[config.mk]
export PLATFORM = sky130hd
export DESIGN_NAME = alu_op_sequencer
export DESIGN_NICKNAME = d
export VERILOG_FILES = /design/src/rtl/alu_op_sequencer_pkg.sv /design/src/rtl/alu_op_sequencer_bcd_correct.sv /design/src/rtl/alu_op_sequencer.sv
export SDC_FILE = /design/constraint.sdc
export NUM_CORES = 1
export LEC_CHECK = 0
export CAP_MARGIN = 20
export CORE_MARGIN = 5
export CORE_UTILIZATION = 46
export DETAILED_ROUTE_END_ITERATION = 8
export PLACE_DENSITY = 0.77
export RECOVER_POWER = 100
export SYNTH_ARGS = -nofsm -noshare
export SYNTH_HDL_FRONTEND = slang
export SYNTH_SLANG_ARGS = --single-unit
export TNS_END_PERCENT = 30
[constraint.sdc]
create_clock -name phi1 -period 4.1 [get_ports phi1]
set_input_delay 0.41 -clock phi1 [delete_from_list [all_inputs] [get_ports phi1]]
set_output_delay 0.41 -clock phi1 [all_outputs]
set_load 0.05 [all_outputs]
[src/rtl/alu_op_sequencer_pkg.sv]
// Shared types and constants for the 6502 ALU operation sequencer.
package alu_op_sequencer_pkg;

    localparam int REG_WIDTH = 8;
    localparam int OPP_WIDTH = 3;

    typedef enum logic [OPP_WIDTH-1:0] {
        FUNC_SUM  = 3'd0,
        FUNC_AND  = 3'd1,
        FUNC_OR   = 3'd2,
        FUNC_XOR  = 3'd3,
        FUNC_SR   = 3'd4,
        FUNC_IDLE = 3'd7
    } alu_func_e;

    // Bit positions inside the P register
    typedef enum int {
        CARRY      = 0,
        ZERO       = 1,
        INT_DIS    = 2,
        DEC        = 3,
        BREAK      = 4,
        V_OVERFLOW = 6,
        NEG        = 7
    } status_bit_e;

    typedef enum logic [3:0] {
        OP_ADC = 4'h0,
        OP_SBC = 4'h1,
        OP_AND = 4'h2,
        OP_ORA = 4'h3,
        OP_EOR = 4'h4,
        OP_ASL = 4'h5,
        OP_LSR = 4'h6,
        OP_ROL = 4'h7,
        OP_ROR = 4'h8,
        OP_CMP = 4'h9,
        OP_INC = 4'hA,
        OP_DEC = 4'hB,
        OP_BIT = 4'hC
    } op_e;

    typedef enum logic [2:0] {
        S_IDLE,
        S_ISSUE1,
        S_WAIT1,
        S_ISSUE2,
        S_WAIT2,
        S_DONE
    } state_e;

    function automatic logic op_is_legal(input logic [3:0] op);
        return op <= 4'hC;
    endfunction

endpackage

[src/rtl/alu_op_sequencer_bcd_correct.sv]
// Decimal-mode correction for ADC/SBC: derives the pass-2 addend and the
// decimal carry from the operands and the binary pass-1 result.
module alu_op_sequencer_bcd_correct
    import alu_op_sequencer_pkg::*;
#(
    parameter int W = REG_WIDTH
) (
    input  logic [W-1:0] a,
    input  logic [W-1:0] b,
    input  logic         cin,
    input  logic [W-1:0] bin,
    input  logic         carry,
    input  logic         is_sbc,
    output logic [W-1:0] corr,
    output logic         dec_carry
);

    logic [4:0] lo_sum;
    logic       lo_adj;
    logic       lo_borrow;
    logic [W:0] adj_sum;

    always_comb begin
        lo_sum    = {1'b0, a[3:0]} + {1'b0, b[3:0]} + {4'b0, cin};
        lo_adj    = lo_sum > 5'd9;
        adj_sum   = {carry, bin} + (lo_adj ? (W+1)'(6) : '0);
        dec_carry = adj_sum > (W+1)'(8'h99);
        lo_borrow = {1'b0, a[3:0]} < ({1'b0, b[3:0]} + {4'b0, !cin});
        corr      = '0;
        if (is_sbc) begin
            case ({lo_borrow, !carry})
                2'b10:   corr = W'(8'hFA);
                2'b01:   corr = W'(8'hA0);
                2'b11:   corr = W'(8'h9A);
                default: corr = '0;
            endcase
        end else begin
            corr = (dec_carry ? W'(8'h60) : '0) | (lo_adj ? W'(8'h06) : '0);
        end
    end

endmodule

[src/rtl/alu_op_sequencer.sv]
// Maps architectural 6502 operations onto one or two primitive ALU passes
// and merges the ALU output into the final result and P flags.
//
// state    | meaning
// S_IDLE   | ready; latch request on req_valid
// S_ISSUE1 | ALU func idle so wout drops; pass-1 operands driven
// S_WAIT1  | pass-1 func driven; capture result on first wout
// S_ISSUE2 | ALU func idle; decimal correction operands driven
// S_WAIT2  | correction SUM driven; wait for wout
// S_DONE   | rsp_valid pulse
module alu_op_sequencer
    import alu_op_sequencer_pkg::*;
#(
    parameter int TIMEOUT = 8,
    parameter int REG_W   = REG_WIDTH
) (
    input  logic                 phi1,
    input  logic                 reset,
    input  logic                 req_valid,
    output logic                 req_ready,
    input  logic [3:0]           req_op,
    input  logic [REG_W-1:0]     req_a,
    input  logic [REG_W-1:0]     req_b,
    input  logic [REG_W-1:0]     status_in,
    output logic [REG_W-1:0]     alu_a,
    output logic [REG_W-1:0]     alu_b,
    output logic [OPP_WIDTH-1:0] alu_func,
    output logic                 alu_carry_in,
    input  logic [REG_W-1:0]     alu_dout,
    input  logic [REG_W-1:0]     alu_status,
    input  logic                 alu_wout,
    output logic                 rsp_valid,
    output logic [REG_W-1:0]     rsp_result,
    output logic [REG_W-1:0]     rsp_status,
    output logic                 rsp_we,
    output logic                 rsp_err
);

    localparam int CNT_W = (TIMEOUT > 1) ? $clog2(TIMEOUT) : 1;
    localparam int MSB   = REG_W - 1;

    state_e           state_q, state_d;
    logic [3:0]       op_q;
    logic [REG_W-1:0] a_q, b_q, p_q, r1_q;
    logic             c1_q;
    logic [CNT_W-1:0] cnt_q;

    alu_func_e        p1_func;
    logic [REG_W-1:0] p1_b;
    logic             p1_cin;
    logic             decimal;
    logic [REG_W-1:0] corr;
    logic             dec_carry;
    logic             in_wait;

    logic [REG_W-1:0] r1_eff;
    logic             c1_eff;
    logic [REG_W-1:0] fin_result, fin_status;
    logic             fin_we, fin_err;

    logic             unused_status;
    assign unused_status = ^alu_status[REG_W-1:1];

    assign decimal = p_q[DEC] && (op_q == OP_ADC || op_q == OP_SBC);
    assign in_wait = (state_q == S_WAIT1) || (state_q == S_WAIT2);

    alu_op_sequencer_bcd_correct #(.W(REG_W)) u_bcd (
        .a         (a_q),
        .b         (b_q),
        .cin       (p_q[CARRY]),
        .bin       (r1_q),
        .carry     (c1_q),
        .is_sbc    (op_q == OP_SBC),
        .corr      (corr),
        .dec_carry (dec_carry)
    );

    always_comb begin
        p1_func = FUNC_SUM;
        p1_b    = b_q;
        p1_cin  = 1'b0;
        case (op_q)
            OP_ADC:         p1_cin = p_q[CARRY];
            OP_SBC: begin
                p1_b   = ~b_q;
                p1_cin = p_q[CARRY];
            end
            OP_CMP: begin
                p1_b   = ~b_q;
                p1_cin = 1'b1;
            end
            OP_AND, OP_BIT: p1_func = FUNC_AND;
            OP_ORA:         p1_func = FUNC_OR;
            OP_EOR:         p1_func = FUNC_XOR;
            OP_ASL:         p1_b = a_q;
            OP_ROL: begin
                p1_b   = a_q;
                p1_cin = p_q[CARRY];
            end
            OP_LSR, OP_ROR: begin
                p1_func = FUNC_SR;
                p1_b    = '0;
            end
            OP_INC: begin
                p1_b   = '0;
                p1_cin = 1'b1;
            end
            OP_DEC:         p1_b = '1;
            default: ;
        endcase
    end

    always_ff @(posedge phi1) begin
        if (reset) state_q <= S_IDLE;
        else       state_q <= state_d;
    end

    always_comb begin
        state_d      = state_q;
        req_ready    = 1'b0;
        rsp_valid    = 1'b0;
        alu_a        = '0;
        alu_b        = '0;
        alu_carry_in = 1'b0;
        alu_func     = FUNC_IDLE;
        case (state_q)
            S_IDLE: begin
                req_ready = 1'b1;
                if (req_valid) state_d = op_is_legal(req_op) ? S_ISSUE1 : S_DONE;
            end
            S_ISSUE1: begin
                alu_a        = a_q;
                alu_b        = p1_b;
                alu_carry_in = p1_cin;
                state_d      = S_WAIT1;
            end
            S_WAIT1: begin
                alu_a        = a_q;
                alu_b        = p1_b;
                alu_carry_in = p1_cin;
                alu_func     = p1_func;
                if (alu_wout)           state_d = decimal ? S_ISSUE2 : S_DONE;
                else if (cnt_q == '0)   state_d = S_DONE;
            end
            S_ISSUE2: begin
                alu_a   = r1_q;
                alu_b   = corr;
                state_d = S_WAIT2;
            end
            S_WAIT2: begin
                alu_a    = r1_q;
                alu_b    = corr;
                alu_func = FUNC_SUM;
                if (alu_wout || cnt_q == '0) state_d = S_DONE;
            end
            S_DONE: begin
                rsp_valid = 1'b1;
                state_d   = S_IDLE;
            end
            default: state_d = S_IDLE;
        endcase
    end

    // Final merge is evaluated on the cycle that leads into DONE; in WAIT1
    // the pass-1 result is still on the ALU bus rather than in r1_q.
    always_comb begin
        r1_eff     = (state_q == S_WAIT1) ? alu_dout : r1_q;
        c1_eff     = (state_q == S_WAIT1) ? alu_status[CARRY] : c1_q;
        fin_result = '0;
        fin_status = p_q;
        fin_we     = 1'b0;
        fin_err    = 1'b1;
        if (state_q == S_IDLE) begin
            fin_status = status_in;
        end else if (alu_wout) begin
            fin_err    = 1'b0;
            fin_we     = 1'b1;
            fin_result = r1_eff;
            case (op_q)
                OP_ADC, OP_SBC: begin
                    fin_status[CARRY]      = c1_eff;
                    fin_status[V_OVERFLOW] = (a_q[MSB] == p1_b[MSB]) && (r1_eff[MSB] != a_q[MSB]);
                    fin_status[NEG]        = r1_eff[MSB];
                    fin_status[ZERO]       = (r1_eff == '0);
                    if (decimal) begin
                        fin_result = alu_dout;
                        if (op_q == OP_ADC) fin_status[CARRY] = dec_carry;
                    end
                end
                OP_CMP: begin
                    fin_we            = 1'b0;
                    fin_status[CARRY] = c1_eff;
                    fin_status[NEG]   = r1_eff[MSB];
                    fin_status[ZERO]  = (r1_eff == '0);
                end
                OP_BIT: begin
                    fin_we                 = 1'b0;
                    fin_status[ZERO]       = (r1_eff == '0);
                    fin_status[NEG]        = b_q[MSB];
                    fin_status[V_OVERFLOW] = b_q[MSB-1];
                end
                default: begin
                    if (op_q == OP_ROR) fin_result[MSB] = r1_eff[MSB] | p_q[CARRY];
                    if (op_q == OP_ASL || op_q == OP_ROL) fin_status[CARRY] = a_q[MSB];
                    if (op_q == OP_LSR || op_q == OP_ROR) fin_status[CARRY] = a_q[0];
                    fin_status[NEG]  = fin_result[MSB];
                    fin_status[ZERO] = (fin_result == '0);
                end
            endcase
        end
    end

    always_ff @(posedge phi1) begin
        if (reset) begin
            op_q       <= '0;
            a_q        <= '0;
            b_q        <= '0;
            p_q        <= '0;
            r1_q       <= '0;
            c1_q       <= 1'b0;
            cnt_q      <= '0;
            rsp_result <= '0;
            rsp_status <= '0;
            rsp_we     <= 1'b0;
            rsp_err    <= 1'b0;
        end else begin
            if (state_q == S_IDLE && req_valid) begin
                op_q <= req_op;
                a_q  <= req_a;
                b_q  <= req_b;
                p_q  <= status_in;
            end
            if (state_q == S_ISSUE1 || state_q == S_ISSUE2)
                cnt_q <= CNT_W'(TIMEOUT - 1);
            else if (in_wait && !alu_wout && cnt_q != '0)
                cnt_q <= cnt_q - CNT_W'(1);
            if (state_q == S_WAIT1 && alu_wout) begin
                r1_q <= alu_dout;
                c1_q <= alu_status[CARRY];
            end
            if (state_d == S_DONE) begin
                rsp_result <= fin_result;
                rsp_status <= fin_status;
                rsp_we     <= fin_we;
                rsp_err    <= fin_err;
            end
        end
    end

endmodule

==> impl_summary.txt, run 1 <==
----------------------------------------------------
[Outcome]
  Result of the run ... finished with violations
  Violations in the final reports ... setup timing

[Power and ir drop]
  Net switching power figure ... slightly below 800 µW
  Internal Pwr Total ... roughly 1.2 mW
  Switching share of power ... 40.0%
  Comb power frac ... between 30 and 40%
  Total power per unit cell area ... ~380 nW/µm²
  Share of power burned in registers ... about a third
  Clk network pwr share ... around 28%
  Leakage power figure ... ~2.0 nW
  Highest ir drop seen on vdd ... between 0.0002 and 0.00025 V

[GRT]
  Grt total ovfl ... 0
  Global router's overall resource usage ... 22.8%
  Number of antenna violations at the first check in global routing ... 0
  First-pass GRT wire length ... roughly 19,000 µm
  Maximum number of pins on one net before global-route repair ... 62
  Vias in the first global route ... roughly 4k

[Floorplan]
  Top-level I/O count ... around 90
  Site Rows ... 33
  Starting density of the core ... about 47%
  X dimension of the die ... roughly 100 µm
  Die outline area ... ~10,000 µm²
  Core Footprint ... ~8300 µm²
  Height of the die ... about 100 µm

[Cells and area]
  Commonest non-fill, non-tap cells in the layout ... sky130_fd_sc_hd__nand2_1 (116), sky130_fd_sc_hd__a21oi_1 (80), sky130_fd_sc_hd__dfxtp_1 (58), sky130_fd_sc_hd__nor2_1 (42), sky130_fd_sc_hd__clkdlybuf4s50_1 (38)
  Filler Cell Count ... roughly 760
  Fin nets ... 687
  Antenna Diode Count ... 0
  Layout-stage area growth over the synthesis result ... 32.4%
  Area used by multi-input combinational logic ... about 2600 µm²
  Commonest non-fill, non-tap cell in the layout ... sky130_fd_sc_hd__nand2_1
  Post-layout instance count excluding filler cells ... between 700 and 800
  Proportion of layout cells with a drive suffix above 1 ... 11.7%
  Register Area ... approximately 1200 µm²

[Place]
  Final weighted congestion in routability-driven placement ... roughly 0.90
  Number of placed instances, taps included ... a little over 700
  HPWL reported at the end of detailed placement ... roughly 8600 µm
  Buffers on Ports ... 80

[Detailed routing]
  Routed via count ... about 4.2k
  Via-per-instance ratio ... roughly 5.7
  Post-DR wirelength/cell ... approximately 16 µm
  Number of iterations in the first detailed-routing pass ... 5
  Initial DRC count ... a little over 300
  Post-route DRC violation count ... 0
  Count of nets left with antenna violations after detail routing ... 0
  Final routed wirelength across all metal layers ... 11,800 µm

[Critical path]
  Top fanout value on the critical path ... 5
  Register-to-Register Setup Slack ... roughly 0.45 ns
  Kind of start point of the critical path ... flop
  Arrival time worst endpoint ... ~3.7 ns
  Path type of the worst setup path ... reg2out
  Crit path required time ... roughly 3.7 ns
  Critical path endpoint category ... primary output

[Synthesis]
  Post-synthesis mux area share ... approximately 3.4%
  Share of the yosys chip area belonging to registers ... between 30% and 40%
  Compound-gate portion of the synthesized area ... around a quarter
  Synthesis Warnings ... 0
  Dominant combinational cell family by area after synthesis ... compound AO/OA/AOI/OAI gates
  Post-Synth XOR/XNOR Area ... between 2 and 2.5%
  Number of flops mapped to enable cells by yosys ... 0
  Number of storage elements in the synthesis netlist ... 61
  Syn_nets ... just over 600
  Simple-Gate Fraction of Synth Area ... approximately 25%
  Cell Area, Synth ... a little under 4000 µm²
  Fraction of the mapped netlist area in adder cells ... between 6 and 7%
  Share of flip-flops with an asynchronous set or reset ... 0%
  Cell variety after synth ... 61
  Number of standard cells after synthesis ... 546
  Leading register cell type out of synthesis ... sky130_fd_sc_hd__dfxtp_1
  Mean post-synth cell area ... 7.17 µm²

[Clock tree]
  CTS tree ... yes
  CTS Buffer Depth ... 2
  Number of sinks handled by clock tree synthesis ... a little over 60
  Number of levels in the clock H-tree ... 3
  Cell at the root of the clock tree ... sky130_fd_sc_hd__clkbuf_8
  TritonCTS Buffers ... 9
  Clk slew on worst S/H paths ... around 0.070 ns
  Insertion delay to the later sink of the worst-skew pair ... about 0.35 ns
  Hold bufs inserted after CTS ... 0

[Timing]
  Transition time at the pin with the least slew margin ... about 1.4 ns
  Final hold vios ... 0
  RSZ-0062 raised after global routing ... true
  Number of max-slew violations in the final report ... 0
  Smallest setup slack after layout ... -0.0283 ns
  Final critical delay including setup and external delays ... 4.13 ns
  Final period utilization ... 101%
  Final setup violating endpoints ... 2
  Slew headroom ... under 10%
  Achievable Freq ... 242 MHz
  Final-layout setup total negative slack ... -0.0542 ns
  Worst hold margin ... roughly 0.46 ns
  Clock skew after layout ... 0.0126 ns

[Run]
  Reported max-cap violation count ... 0

[Hold path]
  Worst hold-check path type ... reg2reg

----------------------------------------------------
## cell families after synthesis
logic type      after synthesis
fa+ha+maj                    19
flops                        61
mux                          13
buf+inv                      60
simple gates                215
xor+xnor                      9
compound gates              169
## worst max-delay path: stages, from the launching register on
cell                      delay (ns)
sky130_fd_sc_hd__dfxtp_2        0.34
sky130_fd_sc_hd__inv_2          0.04
sky130_fd_sc_hd__fa_2           0.39
sky130_fd_sc_hd__fa_2           0.54
sky130_fd_sc_hd__o21ai_2        0.06
sky130_fd_sc_hd__a21oi_2        0.17
sky130_fd_sc_hd__inv_2          0.07
sky130_fd_sc_hd__ha_4           0.16
sky130_fd_sc_hd__fa_2           0.36
sky130_fd_sc_hd__and3_4         0.21
sky130_fd_sc_hd__and4b_1        0.19
sky130_fd_sc_hd__o21ai_1        0.19
sky130_fd_sc_hd__o21ai_2        0.11
sky130_fd_sc_hd__nor3_4         0.24
sky130_fd_sc_hd__o22ai_4        0.10
sky130_fd_sc_hd__buf_6          0.19
## state kept, by name, summed over array words and instances, names as in the netlist
name        cells
rsp_status      8
r1_q            8
a_q             8
rsp_we          1
c1_q            1
rsp_err         1
b_q             8
cnt_q           3
p_q             8
rsp_result      8
op_q            4
state_q         3
## power groups by stage
| stage | clock network (mW) | registers [mW] | logic (mW) |
|---|---|---|---|
| floorplan | 0 | 0.717 | 0.474 |
| global placement | 0 | 0.711 | 0.693 |
| detailed placement | 0 | 0.714 | 0.709 |
| CTS | 0.578 | 0.701 | 0.723 |
| global route | 0.605 | 0.711 | 0.780 |
| finish | 0.567 | 0.703 | 0.718 |
## synth_stat cells, drive strengths merged (4+ instances only)
master | count | share of area, %
a21oi | 83 | 11
a22o | 6 | 1.3
a31oi | 4 | 0.64
buf | 13 | 1.6
clkbuf | 28 | 2.7
dfxtp | 61 | 31
ha | 16 | 5.1
inv | 18 | 1.7
mux2i | 10 | 2.6
nand2 | 116 | 11
nand2b | 9 | 1.4
nand3 | 7 | 0.90
nor2 | 42 | 4.0
nor2b | 11 | 1.8
nor3 | 13 | 1.8
nor3b | 4 | 1.1
o21ai | 35 | 4.5
o221ai | 4 | 0.90
o22ai | 4 | 0.64
xnor2 | 7 | 1.6
## metal layers
layer	part of all wire (%)	GRT usage, %
met2	47	37.0
met4	3.5	9.89
met1	43	29.1
met3	6.4	4.98
met5	0	0
## final timing paths
check | start | to | cells after the start
hold reg to reg | p_q[1]$_SDFFE_PP0P_ | p_q[1]$_SDFFE_PP0P_ | 2
setup / recovery | b_q[0]$_SDFFE_PP0P_ | alu_b[6] | 15
hold / removal | p_q[1]$_SDFFE_PP0P_ | p_q[1]$_SDFFE_PP0P_ | 2
setup reg to reg | b_q[0]$_SDFFE_PP0P_ | rsp_status[0]$_SDFFE_PP0N_ | 16
## cell type report
class | instances | area share (%)
Clock inverter | 7 | 1.57
Inverter | 19 | 1.38
Multi-Input combinational cell | 425 | 49.7
Timing Repair Buffer | 104 | 18.8
Tap cell | 105 | 2.54
Sequential cell | 61 | 23.6
Clock buffer | 9 | 2.39
## what timing repair did
| action | 4_1_cts | 5_1_grt |
|---|---|---|
| buffers inserted | 4 | 2 |
| setup endpoints to repair | 5 | 3 |
| resized for setup | 23 | 11 |
| pin swaps | 5 | 9 |
## through the flow
stage	power, mW	area, µm²	setup WS [ns]	util, %
2_1_floorplan	1.19	3950	0.00777	-
3_3_place_gp	1.40	4830	-0.0563	58.5
3_5_place_dp	1.42	4830	-0.139	58.5
4_1_cts	2.00	5130	-0.00000844	62.2
5_1_grt	2.10	5180	-0.195	62.7
6_report	1.99	5180	-0.0283	62.7
No activity file was read; power rests on OpenSTA's default activity.
==> inputs of run 2 (changes only) <==
--- a/config.mk
+++ b/config.mk
@@ -14,4 +14,4 @@
 export SYNTH_ARGS = -nofsm -noshare
 export SYNTH_HDL_FRONTEND = slang
 export SYNTH_SLANG_ARGS = --single-unit
-export TNS_END_PERCENT = 30
+export TNS_END_PERCENT = 5
==> constraint.sdc (replaced) <==
create_clock -name phi1 -period 4.1 [get_ports phi1]
set_input_delay 0.41 -clock phi1 [delete_from_list [all_inputs] [get_ports phi1]]
set_output_delay 0.41 -clock phi1 [all_outputs]
set_load 0.01 [all_outputs]
==> impl_summary.txt, run 2 (synthesized netlist as in run 1, its figures left out) <==
----------------------------------------------------
[Floorplan]
  Top-level I/O count ... 88 (unchanged)
  Core Footprint ... 8260 µm² (unchanged)
  Height of the die ... 102 µm (unchanged)
  Site Rows ... 33 (unchanged)
  Starting density of the core ... 47.4% (unchanged)
  Die outline area ... 10,500 µm² (unchanged)
  X dimension of the die ... 102 µm (unchanged)

[GRT]
  Global router's overall resource usage ... 23.6% (+0.80 points)
  Grt total ovfl ... 0 (unchanged)
  First-pass GRT wire length ... 19,600 µm (+2.4%)
  Maximum number of pins on one net before global-route repair ... 62 (unchanged)
  Number of antenna violations at the first check in global routing ... 0 (unchanged)
  Vias in the first global route ... 4,067 (+3.3%)

[Place]
  HPWL reported at the end of detailed placement ... 8850 µm (+2.9%)
  Number of placed instances, taps included ... 711 (+0.57%)
  Buffers on Ports ... 80 (unchanged)
  Final weighted congestion in routability-driven placement ... 0.868 (-3.2%)

[Cells and area]
  Filler Cell Count ... 768 (+0.92%)
  Register Area ... 1220 µm² (-0.10%)
  Fin nets ... 689 (+0.29%)
  Post-layout instance count excluding filler cells ... 732 (+0.27%)
  Area used by multi-input combinational logic ... 2500 µm² (-2.9%)
  Commonest non-fill, non-tap cells in the layout ... sky130_fd_sc_hd__nand2_1 (116), sky130_fd_sc_hd__a21oi_1 (81), sky130_fd_sc_hd__dfxtp_1 (59), sky130_fd_sc_hd__nor2_1 (42), sky130_fd_sc_hd__clkdlybuf4s50_1 (42)
  Proportion of layout cells with a drive suffix above 1 ... 10.2% (-1.5 points)
  Commonest non-fill, non-tap cell in the layout ... sky130_fd_sc_hd__nand2_1
  Layout-stage area growth over the synthesis result ... 31.0%
  Antenna Diode Count ... 0 (unchanged)

[Critical path]
  Delay of the slowest cell on the worst path ... 0.54 ns (about the same)
  Path type of the worst setup path ... reg2out
  Kind of start point of the critical path ... flop
  Crit path required time ... 3.69 ns (about the same)
  Top fanout value on the critical path ... 4 (-1)
  Register-to-Register Setup Slack ... 0.36 ns (-0.09 ns)
  Cell-by-cell listing of the critical path ... inv_1 > fa_2 > fa_2 > o21ai_1 > a21oi_1 > inv_1 > ha_2 > fa_2 > and3_4 > and4b_1 > o21ai_1 > o21ai_1 > nor3_2 > o22ai_1 > buf_2
  Arrival time worst endpoint ... 3.69 ns (-0.03 ns)
  Crit path max-delay cell type ... sky130_fd_sc_hd__fa_2
  Critical path endpoint category ... primary output

[Timing]
  Slew headroom ... -6.57% (-11 points)
  Final critical delay including setup and external delays ... 4.10 ns (-0.0242 ns)
  Achievable Freq ... 244 MHz (+0.59%)
  Number of max-slew violations in the final report ... 22 (+22)
  Clock skew after layout ... 0.0115 ns (-0.00107 ns)
  Final-layout setup total negative slack ... -0.00410 ns (+0.0501 ns)
  Final period utilization ... 100% (-0.59 points)
  RSZ-0062 raised after global routing ... true
  Transition time at the pin with the least slew margin ... 1.60 ns (+0.168 ns)
  Smallest setup slack after layout ... -0.00410 ns (+0.0242 ns)
  Final hold vios ... 0 (unchanged)
  Final setup violating endpoints ... 1 (-1)

[Detailed routing]
  Number of iterations in the first detailed-routing pass ... 4 (-1)
  Initial DRC count ... 430 (+40%)
  Post-DR wirelength/cell ... 16.6 µm (+2.9%)
  Via-per-instance ratio ... 5.75 (+0.71%)
  Routed via count ... 4,206 (+0.98%)
  Count of nets left with antenna violations after detail routing ... 0 (unchanged)
  Post-route DRC violation count ... 0 (unchanged)
  Final routed wirelength across all metal layers ... 12,200 µm (+3.2%)

[Clock tree]
  CTS tree ... yes
  TritonCTS Buffers ... 9 (unchanged)
  Insertion delay to the later sink of the worst-skew pair ... 0.35 ns (about the same)
  Clk slew on worst S/H paths ... 0.07 ns (about the same)
  CTS Buffer Depth ... 2 (unchanged)
  Cell at the root of the clock tree ... sky130_fd_sc_hd__clkbuf_8
  Number of levels in the clock H-tree ... 3 (unchanged)
  Number of sinks handled by clock tree synthesis ... 61 (unchanged)

[Power and ir drop]
  Highest ir drop seen on vdd ... 0.000197 V (-19%)
  Sum of internal, switching and leakage power ... 1.86 mW (-6.3%)
  Leakage power figure ... 2.03 nW (-0.46%)
  Total power per unit cell area ... 363 nW/µm² (-5.3%)

[Outcome]
  Violations in the final reports ... slew limit, setup timing
  Result of the run ... finished with violations

[Hold path]
  Worst hold-check path type ... reg2reg

[Run]
  Reported max-cap violation count ... 0 (unchanged)

----------------------------------------------------
[run 2: final timing paths]
path | from | end | depth (start not counted)
max | b_q[0]$_SDFFE_PP0P_ | alu_b[6] | 15
min | p_q[1]$_SDFFE_PP0P_ | p_q[1]$_SDFFE_PP0P_ | 2
max reg2reg | b_q[0]$_SDFFE_PP0P_ | rsp_status[0]$_SDFFE_PP0N_ | 15
min reg2reg | p_q[1]$_SDFFE_PP0P_ | p_q[1]$_SDFFE_PP0P_ | 2
[run 2: metrics by stage]
stage / setup slack, ns / utilization (%) / hold WS [ns] / area, µm²
finish: -0.00410 / 62.1 / 0.462 / 5130
global route: -0.157 / 62.1 / 0.484 / 5130
CTS: 0.0143 / 61.4 / 0.457 / 5070
detailed placement: -0.337 / 58.7 / 0.447 / 4840
global placement: -0.249 / 58.5 / 0.441 / 4830
floorplan: 0.155 / - / 0.433 / 3910
[run 2: timing repair]
action,in CTS,in global routing
cloned,0,0
endpoints found under the setup margin,2,2
buffers inserted,1,3
resized for setup,18,8
pin swaps,3,9
hold buffers,0,0
[run 2: routing by layer]
| metal | routed length, µm | track usage [%] |
|---|---|---|
| met1 | 5070 | 29.4 |
| met5 | 0 | 0 |
| met3 | 875 | 5.60 |
| met2 | 5950 | 40.1 |
| met4 | 274 | 7.87 |
[run 2: final cells by class]
type                            instances  share of cell area [%]
Inverter                               19                    1.39
Clock buffer                           10                    2.68
Multi-Input combinational cell        425                    48.8
Timing Repair Buffer                  106                    19.4
Clock inverter                          6                    1.37
Tap cell                              105                    2.56
Sequential cell                        61                    23.9
[run 2: where the power goes]
| part | internal, mW | switching (mW) |
|---|---|---|
| clock | 0.301 | 0.261 |
| sequential | 0.640 | 0.0717 |
| combinational | 0.257 | 0.332 |
| total | 1.20 | 0.665 |
[run 2: critical path: cells and delay by family (launching register included)]
kind	cells	cell delay (ns)
fa+ha+maj	4	1.51
simple gates	3	0.62
compound gates	5	0.59
flops	1	0.33
buf+inv	3	0.31
==> inputs of run 3 (changes only) <==
--- a/config.mk
+++ b/config.mk
@@ -5,11 +5,13 @@
 export SDC_FILE = /design/constraint.sdc
 export NUM_CORES = 1
 export LEC_CHECK = 0
+export ABC_CLOCK_PERIOD_IN_PS = 4100
 export CAP_MARGIN = 20
 export CORE_MARGIN = 5
-export CORE_UTILIZATION = 46
+export CORE_UTILIZATION = 44
 export DETAILED_ROUTE_END_ITERATION = 8
-export PLACE_DENSITY = 0.77
+export GPL_TIMING_DRIVEN = 0
+export PLACE_DENSITY = 0.74
 export RECOVER_POWER = 100
 export SYNTH_ARGS = -nofsm -noshare
 export SYNTH_HDL_FRONTEND = slang
==> impl_summary.txt, run 3 (synthesized netlist as in run 1, its figures left out) <==
----------------------------------------------------
[Timing]
  Smallest setup slack after layout ... -0.111 ns (-0.106 ns)
  Final critical delay including setup and external delays ... 4.21 ns (+0.106 ns)
  Final setup violating endpoints ... 2 (+1)
  Final period utilization ... 103% (+2.6 points)
  Clock skew after layout ... 0.00832 ns (-0.00319 ns)
  Number of max-slew violations in the final report ... 0 (-100%)
  Achievable Freq ... 237 MHz (-2.5%)
  Transition time at the pin with the least slew margin ... 0.831 ns (-0.767 ns)
  Final hold vios ... 0 (unchanged)
  Slew headroom ... 44.6% (+51 points)
  RSZ-0062 raised after global routing ... true

[Floorplan]
  Top-level I/O count ... 88 (unchanged)
  Die outline area ... 10,900 µm² (+4.1%)
  Site Rows ... 34 (+3.0%)
  Core Footprint ... 8680 µm² (+5.1%)
  Starting density of the core ... 45.1% (-2.3 points)
  Height of the die ... 104 µm (+2.0%)
  X dimension of the die ... 104 µm (+2.0%)

[Place]
  Worst setup slack before clock tree synthesis ... -1.01 ns (-0.668 ns)
  Final weighted congestion in routability-driven placement ... 0.953 (+9.8%)
  Buffers on Ports ... 79 (-1.3%)
  HPWL reported at the end of detailed placement ... 9620 µm (+8.7%)
  Post-place instance area ... 4840 µm² (-0.10%)
  Number of placed instances, taps included ... 733 (+3.1%)

[Clock tree]
  Insertion delay to the later sink of the worst-skew pair ... 0.35 ns (about the same)
  CTS tree ... yes
  Number of levels in the clock H-tree ... 3 (unchanged)
  CTS Buffer Depth ... 2 (unchanged)
  Cell at the root of the clock tree ... sky130_fd_sc_hd__clkbuf_8
  TritonCTS Buffers ... 9 (unchanged)
  Number of sinks handled by clock tree synthesis ... 61 (unchanged)
  Clk slew on worst S/H paths ... 0.07 ns (about the same)

[GRT]
  First-pass GRT wire length ... 20,700 µm (+5.9%)
  Maximum number of pins on one net before global-route repair ... 13 (-79%)
  Global router's overall resource usage ... 23.1% (-0.51 points)
  Grt total ovfl ... 0 (unchanged)
  Number of antenna violations at the first check in global routing ... 0 (unchanged)
  Vias in the first global route ... 4,182 (+2.8%)

[Cells and area]
  Filler Cell Count ... 848 (+10%)
  Area used by multi-input combinational logic ... 2520 µm² (+0.70%)
  Register Area ... 1230 µm² (+0.72%)
  Finished layout cell area ... 5140 µm² (+0.27%)
  Proportion of layout cells with a drive suffix above 1 ... 9.26% (-0.95 points)
  Commonest non-fill, non-tap cell in the layout ... sky130_fd_sc_hd__nand2_1
  Layout-stage area growth over the synthesis result ... 31.4%
  Commonest non-fill, non-tap cells in the layout ... sky130_fd_sc_hd__nand2_1 (116), sky130_fd_sc_hd__a21oi_1 (80), sky130_fd_sc_hd__dfxtp_1 (58), sky130_fd_sc_hd__nor2_1 (42), sky130_fd_sc_hd__clkdlybuf4s50_1 (41)
  Antenna Diode Count ... 0 (unchanged)
  Fin nets ... 710 (+3.0%)
  Post-layout instance count excluding filler cells ... 756 (+3.3%)

[Outcome]
  Result of the run ... finished with violations
  Violations in the final reports ... setup timing

[Detailed routing]
  Number of iterations in the first detailed-routing pass ... 5 (+1)
  Initial DRC count ... 341 (-21%)
  Count of nets left with antenna violations after detail routing ... 0 (unchanged)
  Final routed wirelength across all metal layers ... 12,800 µm (+5.3%)
  Post-route DRC violation count ... 0 (unchanged)
  Via-per-instance ratio ... 5.77 (+0.42%)
  Routed via count ... 4,362 (+3.7%)
  Post-DR wirelength/cell ... 17.0 µm (+2.0%)

[Run]
  Reported max-cap violation count ... 0 (unchanged)

[Critical path]
  Top fanout value on the critical path ... 5 (+1)
  Critical path endpoint category ... primary output
  Arrival time worst endpoint ... 3.80 ns (+0.11 ns)
  Path type of the worst setup path ... reg2out
  Reg-to-reg endpoint ... rsp_status[0]$_SDFFE_PP0N_
  Register-to-Register Setup Slack ... 0.62 ns (+0.26 ns)
  Origin of the critical flop-to-flop path ... p_q[0]$_SDFFE_PP0P_
  Path depth of the worst reg2reg path ... 14 (-1)
  Kind of start point of the critical path ... flop
  Crit path required time ... 3.69 ns (about the same)

[Hold path]
  Worst Hold Path EP ... rsp_status[6]$_SDFFE_PP0N_
  Worst hold-check path type ... in2reg
  Cells on Worst Hold Path ... 2 (unchanged)
  Worst hold start ... reset

[Power and ir drop]
  Leakage power figure ... 1.98 nW (-2.4%)
  Sum of internal, switching and leakage power ... 1.82 mW (-2.1%)
  Total power per unit cell area ... 355 nW/µm² (-2.4%)
  Highest ir drop seen on vdd ... 0.000202 V (+2.6%)

----------------------------------------------------
[run 3: cell types whose count changed in the layout (fill, tap and decap cells not counted), moves of 3 or more]
cell and change:
sky130_fd_sc_hd__buf_2 +3, sky130_fd_sc_hd__buf_4 -15, sky130_fd_sc_hd__o21ai_1 -3, sky130_fd_sc_hd__dfxtp_4 +3, sky130_fd_sc_hd__clkbuf_1 +30, sky130_fd_sc_hd__clkinvlp_4 +4
sky130_fd_sc_hd__inv_1 -4, sky130_fd_sc_hd__buf_1 +3, sky130_fd_sc_hd__o21ai_2 +3, sky130_fd_sc_hd__inv_2 +3
[run 3: where the power goes]
part	switching [mW]	internal, mW
logic	0.381	0.256
clock network	0.265	0.238
registers	0.0429	0.640
total	0.689	1.13
[run 3: critical path, cell delays in order, from the launching register on]
cell and delay [ns]:
sky130_fd_sc_hd__dfxtp_4 0.37, sky130_fd_sc_hd__inv_4 0.05, sky130_fd_sc_hd__fa_2 0.41, sky130_fd_sc_hd__fa_2 0.55, sky130_fd_sc_hd__o21ai_2 0.06, sky130_fd_sc_hd__a21oi_2 0.23
sky130_fd_sc_hd__inv_2 0.09, sky130_fd_sc_hd__ha_4 0.17, sky130_fd_sc_hd__fa_2 0.34, sky130_fd_sc_hd__and3_4 0.20, sky130_fd_sc_hd__and4b_1 0.19, sky130_fd_sc_hd__o21ai_2 0.13
sky130_fd_sc_hd__o21ai_2 0.09, sky130_fd_sc_hd__nor3_2 0.20, sky130_fd_sc_hd__buf_4 0.14, sky130_fd_sc_hd__o22ai_2 0.07, sky130_fd_sc_hd__buf_2 0.17
[run 3: layout make-up]
cell class | count | share of cell area (%)
sequential | 61 | 24.0
inverter | 19 | 1.44
clock inverter | 6 | 0.925
buffer | 40 | 3.09
clock buffer | 10 | 2.68
timing repair buffer | 87 | 16.3
multi-input combinational | 425 | 49.0
tap | 108 | 2.63
[run 3: how the worst max path moves through the flow]
stage / startpoint / to / slack, ns
after floorplan: p_q[0]$_SDFFE_PP0P_ / alu_b[5] / 0.16
after global placement: p_q[0]$_SDFFE_PP0P_ / alu_b[6] / -0.91
after detailed placement: p_q[0]$_SDFFE_PP0P_ / alu_b[5] / -1.01
after CTS: b_q[0]$_SDFFE_PP0P_ / alu_b[5] / -0.08
after global routing: p_q[0]$_SDFFE_PP0P_ / alu_b[5] / -0.26
final: p_q[0]$_SDFFE_PP0P_ / alu_b[5] / -0.11
[run 3: routing by layer]
metal / track usage, % / vias up / part of all wire, %
met1: 29.9 / 2066 / 44
met5: 0 / - / 0
li1: - / 2095 / -
met2: 37.4 / 177 / 47
met3: 4.66 / 24 / 6.4
met4: 9.25 / 0 / 2.2
[run 3: per-stage QoR]
step                      util [%]  setup TNS (ns)  hold slack [ns]
after floorplan                  -               0            0.433
final                         59.3          -0.157            0.448
after global routing          59.3          -0.493            0.457
after global placement        55.8           -1.96            0.444
after detailed placement      55.8           -2.26            0.451
after CTS                     59.2          -0.101            0.445
[run 3: timing repair]
item | in CTS | in global routing
pin swaps | 9 | 5
hold buffers | 0 | 0
buffers inserted | 7 | 1
resized for setup | 38 | 3
endpoints found under the setup margin | 5 | 2
